===== src/rtl/clk_en_gen.sv =====
// clk_en_gen: runtime-programmable fractional clock-enable generator.
// Define CLK_EN_GEN_TOGGLE_EN to add per-channel clk_tgl outputs.
module clk_en_gen #(
  parameter int NUM_CH      = 5,
  parameter int ACC_W       = 16,
  parameter int LOCK_CYCLES = 64,
  localparam int CH_W = (NUM_CH > 1) ? $clog2(NUM_CH) : 1,
  localparam int LK_W = (LOCK_CYCLES > 0) ?
                        $clog2(LOCK_CYCLES + 1) : 1
) (
  input  logic              clk,
  input  logic              rst_n,
  input  logic [NUM_CH-1:0] ch_run,
  input  logic              sync,
  input  logic              cfg_we,
  input  logic [CH_W-1:0]   cfg_ch,
  input  logic [ACC_W-1:0]  cfg_mul,
  input  logic [ACC_W-1:0]  cfg_div,
  output logic              cfg_err,
  output logic [NUM_CH-1:0] ce,
`ifdef CLK_EN_GEN_TOGGLE_EN
  output logic [NUM_CH-1:0] clk_tgl,
`endif
  output logic              locked
);

  logic [ACC_W-1:0]  acc_q [NUM_CH];
  logic [ACC_W-1:0]  acc_d [NUM_CH];
  logic [ACC_W-1:0]  mul_q [NUM_CH];
  logic [ACC_W-1:0]  mul_d [NUM_CH];
  logic [ACC_W-1:0]  div_q [NUM_CH];
  logic [ACC_W-1:0]  div_d [NUM_CH];
  logic [ACC_W:0]    sum   [NUM_CH];
  logic [NUM_CH-1:0] ce_q, ce_d;
  logic [NUM_CH-1:0] wr_hit;
  logic              err_q, err_d;
  logic [LK_W-1:0]   lock_q, lock_d;
  logic              locked_q, locked_d;
  logic              accept;
`ifdef CLK_EN_GEN_TOGGLE_EN
  logic [NUM_CH-1:0] tgl_q, tgl_d;
`endif

  always_comb begin
    accept = cfg_we
           && (int'(cfg_ch) < NUM_CH)
           && (cfg_div != '0)
           && (cfg_mul <= cfg_div);
    err_d  = cfg_we && !accept;
    for (int i = 0; i < NUM_CH; i++) begin
      wr_hit[i] = accept && (int'(cfg_ch) == i);
      sum[i]    = {1'b0, acc_q[i]} + {1'b0, mul_q[i]};
      mul_d[i]  = wr_hit[i] ? cfg_mul : mul_q[i];
      div_d[i]  = wr_hit[i] ? cfg_div : div_q[i];
      acc_d[i]  = acc_q[i];
      ce_d[i]   = 1'b0;
      // Clear wins over run; a new ratio starts from zero phase.
      if (sync || wr_hit[i]) begin
        acc_d[i] = '0;
      end else if (ch_run[i]) begin
        if (sum[i] >= {1'b0, div_q[i]}) begin
          ce_d[i]  = 1'b1;
          acc_d[i] = ACC_W'(sum[i] - {1'b0, div_q[i]});
        end else begin
          acc_d[i] = sum[i][ACC_W-1:0];
        end
      end
    end
    if (accept || sync) begin
      lock_d = LK_W'(LOCK_CYCLES);
    end else if (lock_q != '0) begin
      lock_d = lock_q - LK_W'(1);
    end else begin
      lock_d = lock_q;
    end
    locked_d = (lock_q == '0);
  end

`ifdef CLK_EN_GEN_TOGGLE_EN
  always_comb begin
    tgl_d = tgl_q;
    for (int i = 0; i < NUM_CH; i++) begin
      if (sync || wr_hit[i]) tgl_d[i] = 1'b0;
      else tgl_d[i] = tgl_q[i] ^ ce_q[i];
    end
  end

  always_ff @(posedge clk or negedge rst_n) begin
    if (!rst_n) tgl_q <= '0;
    else tgl_q <= tgl_d;
  end

  assign clk_tgl = tgl_q;
`endif

  always_ff @(posedge clk or negedge rst_n) begin
    if (!rst_n) begin
      for (int i = 0; i < NUM_CH; i++) begin
        acc_q[i] <= '0;
        mul_q[i] <= ACC_W'(1);
        div_q[i] <= ACC_W'(1);
      end
      ce_q     <= '0;
      err_q    <= 1'b0;
      lock_q   <= LK_W'(LOCK_CYCLES);
      locked_q <= 1'b0;
    end else begin
      for (int i = 0; i < NUM_CH; i++) begin
        acc_q[i] <= acc_d[i];
        mul_q[i] <= mul_d[i];
        div_q[i] <= div_d[i];
      end
      ce_q     <= ce_d;
      err_q    <= err_d;
      lock_q   <= lock_d;
      locked_q <= locked_d;
    end
  end

  assign ce      = ce_q;
  assign cfg_err = err_q;
  assign locked  = locked_q;

endmodule


===== config.mk =====
export PLATFORM = sky130hd
export DESIGN_NAME = clk_en_gen
export DESIGN_NICKNAME = d
export VERILOG_FILES = /design/src/rtl/clk_en_gen.sv
export SDC_FILE = /design/constraint.sdc
export NUM_CORES = 1
export LEC_CHECK = 0
export ABC_CLOCK_PERIOD_IN_PS = 6950
export CORE_MARGIN = 2
export CORE_UTILIZATION = 45
export DETAILED_ROUTE_END_ITERATION = 8
export GPL_TIMING_DRIVEN = 0
export REMOVE_ABC_BUFFERS = 1
export SLEW_MARGIN = 20
export SYNTH_ARGS = -nofsm -noshare
export SYNTH_HDL_FRONTEND = slang
export SYNTH_SLANG_ARGS = --single-unit

===== constraint.sdc =====
create_clock -name clk -period 6.95 [get_ports clk]
set_input_delay 1.39 -clock clk [delete_from_list [all_inputs] [get_ports clk]]
set_output_delay 1.39 -clock clk [all_outputs]
set_load 0.01 [all_outputs]

=== Yosys cells after proc, flatten, opt, wreduce, memory -nomap -nowiden ===
Index checks and enable logic that the tools add are counted.
W data, S select, Z words.

* Add/sub/neg operators: 11
* Magnitude comparators: 7
* Eq/ne operators: 4
* Muxes and demuxes: 32
* Reduce and logical (&&, ||, !) cells: 26

{| class="wikitable"
|+ Operators by type and width
! kind !! number
|-
| $mux W16 || 15
|-
| $add A16 B16 Y17 || 5
|-
| $ge A17 B16 Y1 || 5
|-
| $sub A16 B16 Y16 || 5
|-
| $le A16 B16 Y1 || 1
|-
| $reduce_bool A16 Y1 || 1
|-
| $mux W1 || 15
|-
| $mux W7 || 2
|-
| $reduce_bool A2 Y1 || 6
|-
| $eq A3 B3 Y1 const B || 3
|-
| $logic_and A1 B1 Y1 || 9
|-
| $logic_not A7 Y1 || 1
|-
| $reduce_bool A7 Y1 || 1
|-
| $sub A7 B1 Y7 const B || 1
|-
| $logic_or A1 B1 Y1 || 6
|-
| $eq A3 B2 Y1 const B || 1
|-
| $logic_not A3 Y1 || 1
|-
| $lt A3 B3 Y1 const B || 1
|-
| $logic_not A1 Y1 || 1
|}

* Flip-flop bits (word level): 254
* Bits of input ports: 44
* Output and inout bits: 7
* Word-level logic and storage cells: 99

=== Logic depth before layout (Yosys ltp) ===
* Depth after elaboration: 7
* Gate-level depth with buffers: 22
* Depth with buffers taken out: 21

=== Worst setup path after synthesis ===
No wires, ideal clock.

* Path kind: register -> register
* From: register mul_q[64] (netlist name)
* To: register acc_q[75] (netlist name)
* Setup time: 126 ps
* Arrival time: 4463 ps
* Required time: 6824 ps
* Path slack: 2361 ps
* Cell stages (with the launch flop): 22
* Path buffers: 1
* Clock period less this slack: 4589 ps
* Path through: dfstp_2 -> ha_1 -> inv_1 -> fa_1 -> nor2b_1 -> o2111ai_1 -> and3_1 -> o31ai_1 -> a21oi_1 -> o21bai_1 -> a21oi_1 -> xnor2_1 -> ha_1 -> nand4_1 -> nor4_1 -> a2111o_1 -> or3b_1 -> o21a_1 -> a311oi_4 -> buf_6 -> nor2_1 -> a221o_1

* Word-level cells in the longest chain between the ends: 5
* Elaborated cells between the ends (all ways): 6
* Those cells by class: add/sub: 2; order compare: 1; mux: 3

{| class="wikitable"
|+ RTL lines
! element !! RTL line !! text
|-
| start, declared || 29 || <nowiki>logic [ACC_W-1:0] mul_q [NUM_CH];</nowiki>
|-
| start signal, assigned by index || 110 || <nowiki>mul_q[i] <= mul_d[i];</nowiki>
|-
| $add A16 B16 Y17 * || 52 || <nowiki>sum[i] = {1'b0, acc_q[i]} + {1'b0, mul_q[i]};</nowiki>
|-
| $sub A16 B16 Y16 / $ge A17 B16 Y1 (equally long branches) || 63, 61 ||
|-
| $mux W16 * || 61 || <nowiki>if (sum[i] >= {1'b0, div_q[i]}) begin</nowiki>
|-
| $mux W16 * || 60 || <nowiki>end else if (ch_run[i]) begin</nowiki>
|-
| $mux W16 * || 58 || <nowiki>if (sync || wr_hit[i]) begin</nowiki>
|-
| end signal, assigned by index || 109 || <nowiki>acc_q[i] <= acc_d[i];</nowiki>
|-
| end, declared || 27 || <nowiki>logic [ACC_W-1:0] acc_q [NUM_CH];</nowiki>
|}

Mark *: on every way between the ends. The rest lies on a longest branch, timed or not. The select of a mux whose other input is x is not followed.
A chain may end at the register's enable or synchronous reset.

=== Worst setup path in the final report ===
* From: register mul_q[64] (netlist name)
* To: register acc_q[78] (netlist name)

Same word-level chain as after synthesis.

==> results.cfg <==
[yosys]
ys_seq_area_share_pct = 35.93
yosysTopAreaCellShare_pct = 34.30
syn_inst = 1912
ys_top_cells_by_area = dfrtp_1, ha_1, o21ai_0, mux2_2, nand2_1
yosys.area.top_type = dfrtp_1
async_reset_ff_share_pct = 100.0
syn_avg_cell_area_sq_um = 9.271
synth-edff-count = 0
synthFlopType = dfrtp_1
yosys.cell_types.count = 78
ys_seq_elements = 254
yosysWarnings = 0
syn_area_sq_um = 17730

[sta]
maxSlewViolCount = 0
skew_ps = 23.88
hold_viol = 0
fin_crit_sh_pct = 83.05
grt_setup_unrepaired = false
period_minus_slack_ps = 5772
setup_viol = 0
tns_ps = 0
slew_headroom_pct = 28.39
tightest_slew_ps = 1074
clock.fmax_ghz = 0.1733

[worst_setup_path]
cp_max_fo = 18
cp_slowest_cell = a311oi_4
r2r_cells = 22
cp.required_ps = 7410
arrival_ps = 6230
worstSetupPathType = flip-flop to flip-flop
critical_path.cell_chain = ha_1 -> inv_1 -> fa_1 -> nor2b_1 -> o2111ai_1 -> and3_1 -> o31ai_1 -> a21oi_1 -> o21bai_1 -> a21oi_1 -> xnor2_1 -> ha_1 -> nand4_1 -> nor4_1 -> a2111o_1 -> or3b_1 -> o21a_1 -> a311oi_4 -> buf_8 -> a31oi_1 -> a22o_1 -> a31o_2
endpoint_kind = flip-flop
cpLargestDelayFamily = compound AO/OA/AOI/OAI gates
worst_setup_path_start_kind = flip-flop
path_buf_inv = 2
max_stage_delay_ps = 600
cp.depth = 22

[pwr]
p_leak_nw = 9.357
p_per_area_nw_per_um2 = 532.7
p_total_mw = 10.67
irDropWorstVdd_v = 0.0002826

[worst_hold_path]
hold_depth = 2
hold_path_class = flip-flop to flip-flop

[cells_and_area]
finalNonFillerCells = 2503
nNetsFinal = 2192
area_delta_synth_final_pct = 12.99
ff_latch_area_sq_um = 6370
layout_commonest_cell = dfrtp_1
multi_input_area_sq_um = 10620
n_fill_cell = 3626
mostFrequentLayoutCells = dfrtp_1, nand2_1, o21ai_0
layout-drive-gt1-share_pct = 9.778

[drt]
drc_errors = 0
num_vias = 13890
avgRoutedWirePerCell_microns = 18.61
first_pass_iters = 5
routed_wl_microns = 46590
drt_iter0_drc = 842
viasPerCell = 5.549
postRouteAntennaNets = 0

[die]
fp.dieW_microns = 202.5
fp-row-count = 72
core_area_sq_um = 38740
die_height_microns = 202.5
start_util_pct = 45.76
ios = 51
die-area_sq_um = 41000

[place]
port_buffers = 50
hpwlAfterDp_microns = 33030
place.gp.congestion = 0.8345
dp.cells = 2446

[clock_network]
clk-insertion-delay-late_ps = 590
cts_buffer_depth = 3
cts_num_sinks = 254
cts_hold_buf = 0
htreeDepth = 1
clk_pin_slew_ps = 60
numCtsBuffers = 30
clockRootBuffer = clkbuf_16
cts_tree = yes
cts_resized = 0
post-cts-setup-buffers = 0

[global_routing]
antenna_found_initial = 4
track_usage_pct = 23.27
overflow = 0
grt_pass1_vias = 13860
grt_max_degree = 95
grt_pass1_wl_microns = 75330

[run]
maxCapViolCount = 0

[status]
outcome = complete, no violations
final timing paths:
kind	slack, ps	endpoint	startpoint
max reg2reg	1180	acc_q[78]$_DFFE_PN0P_	mul_q[64]$_DFFE_PN1P_
min	480	div_q[29]$_DFFE_PN0P_	div_q[29]$_DFFE_PN0P_
min reg2reg	480	div_q[29]$_DFFE_PN0P_	div_q[29]$_DFFE_PN0P_
max in group asynchronous	5210	mul_q[64]$_DFFE_PN1P_	rst_n
max	1180	acc_q[78]$_DFFE_PN0P_	mul_q[64]$_DFFE_PN1P_
min in group asynchronous	800	acc_q[22]$_DFFE_PN0P_	rst_n
metal layers:
layer  track usage [%]  share of wire, %  vias to the layer above
li1                  -                 -                     6891
met1             32.77                48                     6665
met2             37.70                45                      250
met3             2.777               4.0                       82
met4             6.856               3.1                        0
met5                 0                 0                        -
cells by family (layout without fill, tap and decap cells):
logic type | Yosys count | count (layout) | synth area share, %
compound gates | 512 | 512 | 17.95
simple gates | 497 | 497 | 13.33
flops | 254 | 254 | 35.93
buf+inv | 197 | 269 | 4.461
fa+ha+maj | 188 | 188 | 13.69
mux | 141 | 141 | 8.562
xor+xnor | 123 | 123 | 6.077
other cells | 0 | 1 | 0
per-stage QoR:
| step | hold WS [ps] | instance area [sq um] | util [%] | worst slack, ps |
|---|---|---|---|---|
| floorplan | 449.8 | 17480 | - | 760.0 |
| global placement | 465.3 | 18630 | 48.08 | -6815 |
| detailed placement | 470.1 | 18920 | 48.84 | 672.3 |
| CTS | 483.8 | 20020 | 51.69 | 1221 |
| global route | 506.6 | 20030 | 51.70 | 853.7 |
| finish | 479.8 | 20030 | 51.71 | 1178 |
synth_stat cells (all sizes together), types with 22 or more instances:
cell	number
mux2i	56
dfrtp	243
inv	144
o21ai	196
nand4	22
clkbuf	30
nor2	100
nand3	26
ha	178
nand2	206
buf	23
a21oi	114
nor2b	25
a21o	43
o21a	30
xor2	35
nor3	28
xnor2	88
mux2	85
cell type report:
class                           instances  area share, %
Antenna cell                            1        0.01249
Clock buffer                           41          4.360
Clock inverter                         15          1.143
Inverter                              144          2.699
Multi-Input combinational cell       1461          53.02
Sequential cell                       254          31.80
Tap cell                              518          3.236
Timing Repair Buffer                   69          3.723
state kept, by name, summed over array words and instances, names as in the netlist:
name and count:
ce 5, div_q 80, lock_q 7, acc_q 80, mul_q 80, locked 1
cfg_err 1
power breakdown:
part	total, mW	leakage [nW]	internal (mW)	switching, mW
Clock	1.75	0.550	1.10	0.656
Combinational	6.76	5.62	3.06	3.70
Sequential	2.16	3.19	1.94	0.221
tightest hold or removal path, stage by stage (launching register included):
cell and delay, ps:
dfrtp_1 340, nand2_1 50, o21ai_0 60
Note: power is estimated with default switching activity, not from simulation.
